File: src/rtl/spi_pkg.sv
// Shared definitions for the SPI initiator: FSM state encoding,
// link word width and default timing constants.
package spi_pkg;

    localparam int SPI_WORD_W         = 32;
    localparam int SPI_CLK_DIV_DEF    = 4;
    localparam int SPI_GAP_CYCLES_DEF = 2;

    typedef enum logic [2:0] {
        IDLE,
        LEAD,
        HIGH,
        LOW,
        GAP
    } spi_state_e;

endpackage

File: src/rtl/spi_phase_timer.sv
// Loadable 8-bit down-counter timing one SPI phase.
// done is high on the last cycle of a phase of load_val cycles, so the
// owner changes state on the edge that ends the phase.
module spi_phase_timer
    import spi_pkg::*;
(
    input  logic       clock,
    input  logic       reset,
    input  logic       load,
    input  logic [7:0] load_val,
    output logic       done
);

    logic [7:0] count_q;

    // Reload on request, otherwise count down and park at zero.
    always_ff @(posedge clock) begin
        if (reset) begin
            count_q <= '0;
        end else if (load) begin
            count_q <= load_val;
        end else if (count_q != '0) begin
            count_q <= count_q - 8'd1;
        end
    end

    assign done = (count_q == 8'd1);

endmodule

File: src/rtl/spi_master_tx.sv
// SPI initiator, mode 0, MSB first, one DATA_W-bit word per ss_n frame.
// Optional receive path enabled by defining SPI_MASTER_RX_EN: miso is
// sampled on the first cycle of each sclk-high phase and the word is
// presented on rx_data with an rx_valid pulse as ss_n returns high.
module spi_master_tx
    import spi_pkg::*;
#(
    parameter int DATA_W     = SPI_WORD_W,
    parameter int CLK_DIV    = SPI_CLK_DIV_DEF,
    parameter int GAP_CYCLES = SPI_GAP_CYCLES_DEF
) (
    input  logic              clock,
    input  logic              reset,
    input  logic [DATA_W-1:0] tx_data,
    input  logic              tx_valid,
    output logic              tx_ready,
    output logic              busy,
    output logic              ss_n,
    output logic              sclk,
    output logic              mosi,
    input  logic              miso,
    output logic [DATA_W-1:0] rx_data,
    output logic              rx_valid
);

    localparam int              BCW      = $clog2(DATA_W + 1);
    localparam logic [BCW-1:0]  BIT_LAST = BCW'(DATA_W);
    localparam logic [7:0]      DIV_LD   = 8'(CLK_DIV);
    localparam logic [7:0]      GAP_LD   = 8'(GAP_CYCLES);

    spi_state_e        state_q, state_d;
    logic              ss_n_q, ss_n_d;
    logic              sclk_q, sclk_d;
    logic              mosi_q, mosi_d;
    logic              ready_q, ready_d;
    logic              busy_q, busy_d;
    logic [DATA_W-1:0] shift_q, shift_d;
    logic [BCW-1:0]    bit_cnt_q, bit_cnt_d;
    logic              tmr_load;
    logic [7:0]        tmr_val;
    logic              tmr_done;

    spi_phase_timer u_timer (
        .clock    (clock),
        .reset    (reset),
        .load     (tmr_load),
        .load_val (tmr_val),
        .done     (tmr_done)
    );

    // State and registered pin drivers.
    always_ff @(posedge clock) begin
        if (reset) begin
            state_q   <= IDLE;
            ss_n_q    <= 1'b1;
            sclk_q    <= 1'b0;
            mosi_q    <= 1'b0;
            ready_q   <= 1'b1;
            busy_q    <= 1'b0;
            shift_q   <= '0;
            bit_cnt_q <= '0;
        end else begin
            state_q   <= state_d;
            ss_n_q    <= ss_n_d;
            sclk_q    <= sclk_d;
            mosi_q    <= mosi_d;
            ready_q   <= ready_d;
            busy_q    <= busy_d;
            shift_q   <= shift_d;
            bit_cnt_q <= bit_cnt_d;
        end
    end

    // Next-state and next-output decode; every phase change reloads the timer.
    always_comb begin
        state_d   = state_q;
        ss_n_d    = ss_n_q;
        sclk_d    = sclk_q;
        mosi_d    = mosi_q;
        ready_d   = ready_q;
        busy_d    = busy_q;
        shift_d   = shift_q;
        bit_cnt_d = bit_cnt_q;
        tmr_load  = 1'b0;
        tmr_val   = DIV_LD;
        case (state_q)
            IDLE: begin
                if (tx_valid && ready_q) begin
                    shift_d   = tx_data;
                    bit_cnt_d = '0;
                    ss_n_d    = 1'b0;
                    sclk_d    = 1'b0;
                    mosi_d    = tx_data[DATA_W-1];
                    ready_d   = 1'b0;
                    busy_d    = 1'b1;
                    tmr_load  = 1'b1;
                    state_d   = LEAD;
                end
            end
            LEAD: begin
                if (tmr_done) begin
                    sclk_d   = 1'b1;
                    tmr_load = 1'b1;
                    state_d  = HIGH;
                end
            end
            HIGH: begin
                if (tmr_done) begin
                    sclk_d    = 1'b0;
                    bit_cnt_d = bit_cnt_q + BCW'(1);
                    shift_d   = shift_q << 1;
                    mosi_d    = shift_q[DATA_W-2];
                    tmr_load  = 1'b1;
                    state_d   = LOW;
                end
            end
            LOW: begin
                if (tmr_done) begin
                    tmr_load = 1'b1;
                    if (bit_cnt_q < BIT_LAST) begin
                        sclk_d  = 1'b1;
                        state_d = HIGH;
                    end else begin
                        ss_n_d  = 1'b1;
                        mosi_d  = 1'b0;
                        tmr_val = GAP_LD;
                        state_d = GAP;
                    end
                end
            end
            GAP: begin
                if (tmr_done) begin
                    ready_d = 1'b1;
                    busy_d  = 1'b0;
                    state_d = IDLE;
                end
            end
            default: begin
                state_d = IDLE;
            end
        endcase
    end

    assign tx_ready = ready_q;
    assign busy     = busy_q;
    assign ss_n     = ss_n_q;
    assign sclk     = sclk_q;
    assign mosi     = mosi_q;

`ifdef SPI_MASTER_RX_EN
    logic [DATA_W-1:0] rx_shift_q, rx_shift_d;
    logic [DATA_W-1:0] rx_data_q, rx_data_d;
    logic              rx_valid_q, rx_valid_d;
    logic              sample_q, sample_d;

    // Receive shift register, output word and first-high-cycle flag.
    always_ff @(posedge clock) begin
        if (reset) begin
            rx_shift_q <= '0;
            rx_data_q  <= '0;
            rx_valid_q <= 1'b0;
            sample_q   <= 1'b0;
        end else begin
            rx_shift_q <= rx_shift_d;
            rx_data_q  <= rx_data_d;
            rx_valid_q <= rx_valid_d;
            sample_q   <= sample_d;
        end
    end

    // Sample once per high phase; publish the word as ss_n rises.
    always_comb begin
        rx_shift_d = rx_shift_q;
        rx_data_d  = rx_data_q;
        rx_valid_d = 1'b0;
        sample_d   = (state_d == HIGH) && (state_q != HIGH);
        if (state_q == HIGH && sample_q) begin
            rx_shift_d = {rx_shift_q[DATA_W-2:0], miso};
        end
        if (state_q == LOW && state_d == GAP) begin
            rx_data_d  = rx_shift_q;
            rx_valid_d = 1'b1;
        end
    end

    assign rx_data  = rx_data_q;
    assign rx_valid = rx_valid_q;
`else
    logic unused_miso;

    assign unused_miso = miso;
    assign rx_data     = '0;
    assign rx_valid    = 1'b0;
`endif

endmodule
File: config.mk
export PLATFORM = sky130hd
export DESIGN_NAME = spi_master_tx
export DESIGN_NICKNAME = d
export VERILOG_FILES = /design/src/rtl/spi_pkg.sv /design/src/rtl/spi_phase_timer.sv /design/src/rtl/spi_master_tx.sv
export SDC_FILE = /design/constraint.sdc
export NUM_CORES = 1
export LEC_CHECK = 0
export CAP_MARGIN = 20
export CORE_MARGIN = 2
export CORE_UTILIZATION = 50
export DETAILED_ROUTE_END_ITERATION = 16
export HOLD_SLACK_MARGIN = 0.1
export PLACE_DENSITY = 0.88
export SYNTH_ARGS = -nofsm -noshare
export SYNTH_HDL_FRONTEND = slang
export SYNTH_SLANG_ARGS = --single-unit
File: constraint.sdc
create_clock -name clock -period 5.2 [get_ports clock]
set_clock_uncertainty 0.15 [all_clocks]
set_input_delay 1.04 -clock clock [delete_from_list [all_inputs] [get_ports clock]]
set_output_delay 1.04 -clock clock [all_outputs]
set_load 0.1 [all_outputs]
# --- Word-level counts from Yosys, hierarchy flattened ---
# Cells that the tools add are included.
# Widths: inputs -> output; s select.
op_classes:
  n_mux: 38
  n_lt_le_gt_ge: 1
  n_eq_ne: 12
  multipliers: 0
  n_div: 0
  n_shift: 0
  bitwise_logic: 0
  reduce_logical: 16
  add_sub_neg: 2
ops:
  columns: ["op", "count"]
  rows:
  - ["$mux 31", 2]
  - ["$pmux 31 s2", 1]
  - ["$mux 3", 9]
  - ["$mux 8", 2]
  - ["$pmux 3 s5", 1]
  - ["$mux 1", 14]
  - ["$ne 2x2->1 const B", 7]
  - ["$mux 6", 2]
  - ["$pmux 6 s2", 1]
  - ["$reduce_and 5->1", 2]
  - ["$eq 8x1->1 const B", 1]
  - ["$pmux 1 s2", 4]
  - ["$reduce_bool 2->1", 4]
  - ["$reduce_bool 8->1", 1]
  - ["$sub 8x1->8 const B", 1]
  - ["$add 6x1->6 const B", 1]
  - ["$eq 3x2->1 const B", 2]
  - ["$lt 6x6->1 const B", 1]
  - ["$reduce_and 3->1", 2]
  - ["$reduce_and 6->1", 1]
  - ["$pmux 1 s4", 1]
  - ["$reduce_and 4->1", 1]
  - ["$reduce_bool 4->1", 1]
  - ["$eq 3x1->1 const B", 1]
  - ["other kinds (6)", 6]
totals:
  input_bits: 36
  latch_bits: 0
  output_inout_bits: 38
  regBits: 53
  memories: 0
  elab_cells: 78
  romBits: 0
  ramBits: 0

# --- Longest topological paths before layout ---
depth:
  word_depth: 5
  ltp_mapped: 8
  ltp_nobuf: 6

# --- Hierarchy ---
# Synthesis repeated with hierarchy kept, for this count alone.
unflattened:
  cells_unflattened: 306
  area_unflattened_um2: 3041.7
by_module_without_submodules:
  columns: ["mod", "seq_area_each_um2", "n_inst", "cells_each", "area_per_inst_um2"]
  rows:
  - ["spi_master_tx", 900.9, 1, 253, 2533.7]
  - ["spi_phase_timer", 160.2, 1, 53, 508.0]

# --- Worst setup path after synthesis ---
# Ideal clock, no wire load.
synth_path:
  kind: "reg2reg"
  startpoint: "reg ready_q, in the netlist tx_ready"
  endpoint: "reg bit_cnt_q[3]"
  synth_period_minus_slack_ns: 2.290
  setup_slack_ns: 2.910
  stages_incl_launch_ff: 6
  setup_ns: 0.070
  required_ns: 4.980
  arrival_time_ns: 2.070
  path_buffers: 1
  path_cell_list: "dfxtp_1 > nand3b_1 > o31a_1 > buf_6 > or4_1 > a21boi_1"
synth_via:
  elab_chain_cells: 3
synth_rtl:
  columns: ["item", "line", "rtl"]
  rows:
  - ["start, declared", "spi_master_tx.sv:35", "logic ready_q, ready_d;"]
  - ["start signal, assigned", "spi_master_tx.sv:67", "ready_q <= ready_d;"]
  - ["$logic_and 1x1->1", "spi_master_tx.sv:88", "if (tx_valid && ready_q) begin"]
  - ["$ne 2x2->1 (no line)", null, null]
  - ["$reduce_and 3->1 (no line)", null, null]
  - ["end signal, assigned", "spi_master_tx.sv:70", "bit_cnt_q <= bit_cnt_d;"]
  - ["end, declared", "spi_master_tx.sv:38", "logic [BCW-1:0] bit_cnt_q, bit_cnt_d;"]
# Every way passes these cells.
# A chain may end at the register's enable or synchronous reset.

# --- Worst setup path after layout ---
layout_path:
  startpoint: "reg ready_q, in the netlist tx_ready"
  endpoint: "out tx_ready"
layout_rtl:
  columns: ["item", "line", "rtl"]
  rows:
  - ["end, declared", "spi_master_tx.sv:16", "output logic tx_ready,"]
# No word-level cell between the ends.

==> qor.txt <==
Status: completed
Crit-path slowest cell: clkdlybuf4s50_1
Post-DP HPWL: 3910 um
Post-CTS Setup Inserts: 0
Critical Path Start Type: flip-flop
Most frequent standard cell in the layout excluding fill and tap cells: dfxtp_1
Final nets: 381
Crit end category: output pin
Avg Cell Area, Syn: 8.98 um^2
Remaining Overflow, GRT: 0
Vias: 2,364
RSZ-0062 raised after global routing: false
Seq cells post-synth: 53
Worst path required time: 4.01 ns
FP Rows: 27
P&R area growth vs syn: 15.6%
Hold Crit Class: reg2reg
Cells after Synth: 314
Clock sinks: 53
Die ar.: 0.00625 mm^2
Ant diodes: 0
Crit-path cells: clkdlybuf4s50_1
RD Place Congestion: 0.809
Initial antenna violation count: 0
CP startpoint: tx_ready
Post-route DRC: 0
R2R depth: 6
Max Fanout on Critical Path: 6
Clock buffer depth: 2
Global-route wire length before repair: 9250 um
1st-pass router iterations: 4
Number of global-route vias before repair: 2,042
Clock slew at reported path FFs: 0.10 ns
Number of buffers added on ports: 39
Warnings from Yosys: 0
CTS tree: done
Post-synth cell types: 49
CP peak stage delay: 1.17 ns
Worst EP arrival: 1.92 ns
Dpl cell area: 0.00313 mm^2
IO Pins: 74
DR vias/cell: 5.71
Routed wire length: 5830 um
Crit path max-delay family: buffers and inverters
Cts hold-fix bufs: 0
Worst hold endpoint: sclk
Core footprint: 0.00547 mm^2
Most frequent cells in the layout: dfxtp_1 (53), a21oi_1 (41), clkdlybuf4s50_1 (39), conb_1 (33), a211oi_1 (32)
Pwr Density: 418 mW/mm^2
Fin. Hold Viols: 0
Seq/Total Area, Yosys: 0.376
Worst-margin pin slew: 0.973 ns
Cell area after layout: 0.00326 mm^2
Share of cells above drive strength 1: 0.0614
Async set-reset flop share out of synthesis: 0
Internal reg-to-reg setup slack: 2.52 ns
Initial Util: 0.515
Slew HR: 0.349
Final period utilization: 0.598
Drt wl/cell: 14.1 um
TritonCTS buffer count: 5
Total leakage power: 1.14 nW
R2R Path Start: u_timer.count_q[0]
Pins Over Slew Limit: 0
GRT Overall Usage: 0.183
Peak Freq: 322 MHz
Overall Power: 1.36 mW
Main synth FF type: dfxtp_1
Setup TNS: 0 ns
Final core utilization: 0.595
CP Depth: 1
Antenna viol nets, final: 0
Post-CTS Resized: 0
Max cap viols: 0
Hold path depth: 2
Largest net degree at the start of global routing: 45
Worst-skew pair later-pin latency: 0.31 ns
HP Start: sclk
Die Ht: 79.1 um
WP buf/inv: 1
Die width: 79.1 um
Setup violators final: 0
1st-iter DRT viols: 103
Mapped Area: 0.00282 mm^2
Min cycle time layout: 3.11 ns
CTS Root Cell: clkbuf_8
Post-synth EDFFs: 0
Critical path class: reg2out
Max VDD drop: 221 uV
Worst r2r dst: shift_q[14]
H-tree depth: 2
## cell families (layout without fill, tap and decap cells)
| group | after synthesis | after routing | share of synthesized area |
|---|---|---|---|
| mux | 31 | 31 | 0.111 |
| buf+inv | 63 | 59 | 0.134 |
| xor+xnor | 6 | 6 | 0.0186 |
| flops | 53 | 53 | 0.376 |
| simple gates | 58 | 58 | 0.115 |
| other cells | 1 | 33 | 0.00133 |
| compound gates | 98 | 98 | 0.225 |
| fa+ha+maj | 4 | 4 | 0.0178 |
## synthesized netlist by cell type, drive strengths merged, types with 2 or more instances
cell type  number  share of area
or4             4          0.012
xor2            5          0.016
o211ai          3         0.0080
ha              4          0.018
mux2i          30           0.11
clkbuf         12          0.016
a21boi          3         0.0080
nand2b          3         0.0067
inv             7         0.0093
nand2           6         0.0080
o21bai          2         0.0053
nand3           7          0.012
nand4           2         0.0044
o21ai           4         0.0071
buf            44           0.11
and4            3         0.0093
o31ai           5          0.015
nor3            2         0.0036
nand3b          2         0.0053
a211oi         32          0.085
nor4            2         0.0044
nor2           19          0.025
a21oi          41          0.073
dfxtp          53           0.38
## metal layers
layer  part of all wire  up-vias  GRT usage
met5                  0        -          0
li1                   -     1138          -
met1               0.44     1135      0.237
met4              0.011        0     0.0603
met3              0.049        5     0.0364
met2               0.50       86      0.304
## registers in the layout, summed over array words and instances, names as in the netlist
name and flops:
sclk 1, mosi 1, shift_q 31, busy 1, state_q 3, bit_cnt_q 6, tx_ready 1, u_timer.count_q 8
ss_n 1
## worst reg2reg max path, cell delays in order (launching register included)
cell and delay [ns]:
dfxtp_1 0.46, ha_1 0.19, or4b_4 0.51, o31a_1 0.43
nor2_2 0.48, buf_8 0.25, a211oi_1 0.10
## final cells by class
type / instances / area [um^2]
inverter: 7 / 26.3
multi-input combinational: 230 / 1520
fill: 475 / 2210
sequential: 53 / 1060
timing repair buffer: 44 / 455
clock inverter: 1 / 8.76
clock buffer: 7 / 96.3
tap: 72 / 90.1
## through the flow
| step | hold WS [ns] | cells | setup WS [ns] |
|---|---|---|---|
| after detailed placement | 0.302 | 405 | 2.11 |
| after global placement | 0.300 | 404 | 1.75 |
| after CTS | 0.317 | 413 | 2.10 |
| after floorplan | 0.297 | 346 | 2.91 |
| after global routing | 0.357 | 414 | 2.06 |
| final | 0.313 | 414 | 2.09 |
## worst max-delay path by stage
| stage | end |
|---|---|
| after global routing | tx_ready |
| after global placement | shift_q[22] |
| after CTS | tx_ready |
| after detailed placement | shift_q[14] |
| after floorplan | bit_cnt_q[3] |
| final | tx_ready |
## power by group
group	internal, mW	switching [mW]
clock	0.123	0.138
combinational	0.190	0.376
sequential	0.474	0.0609
(Power assumes the default switching activity.)
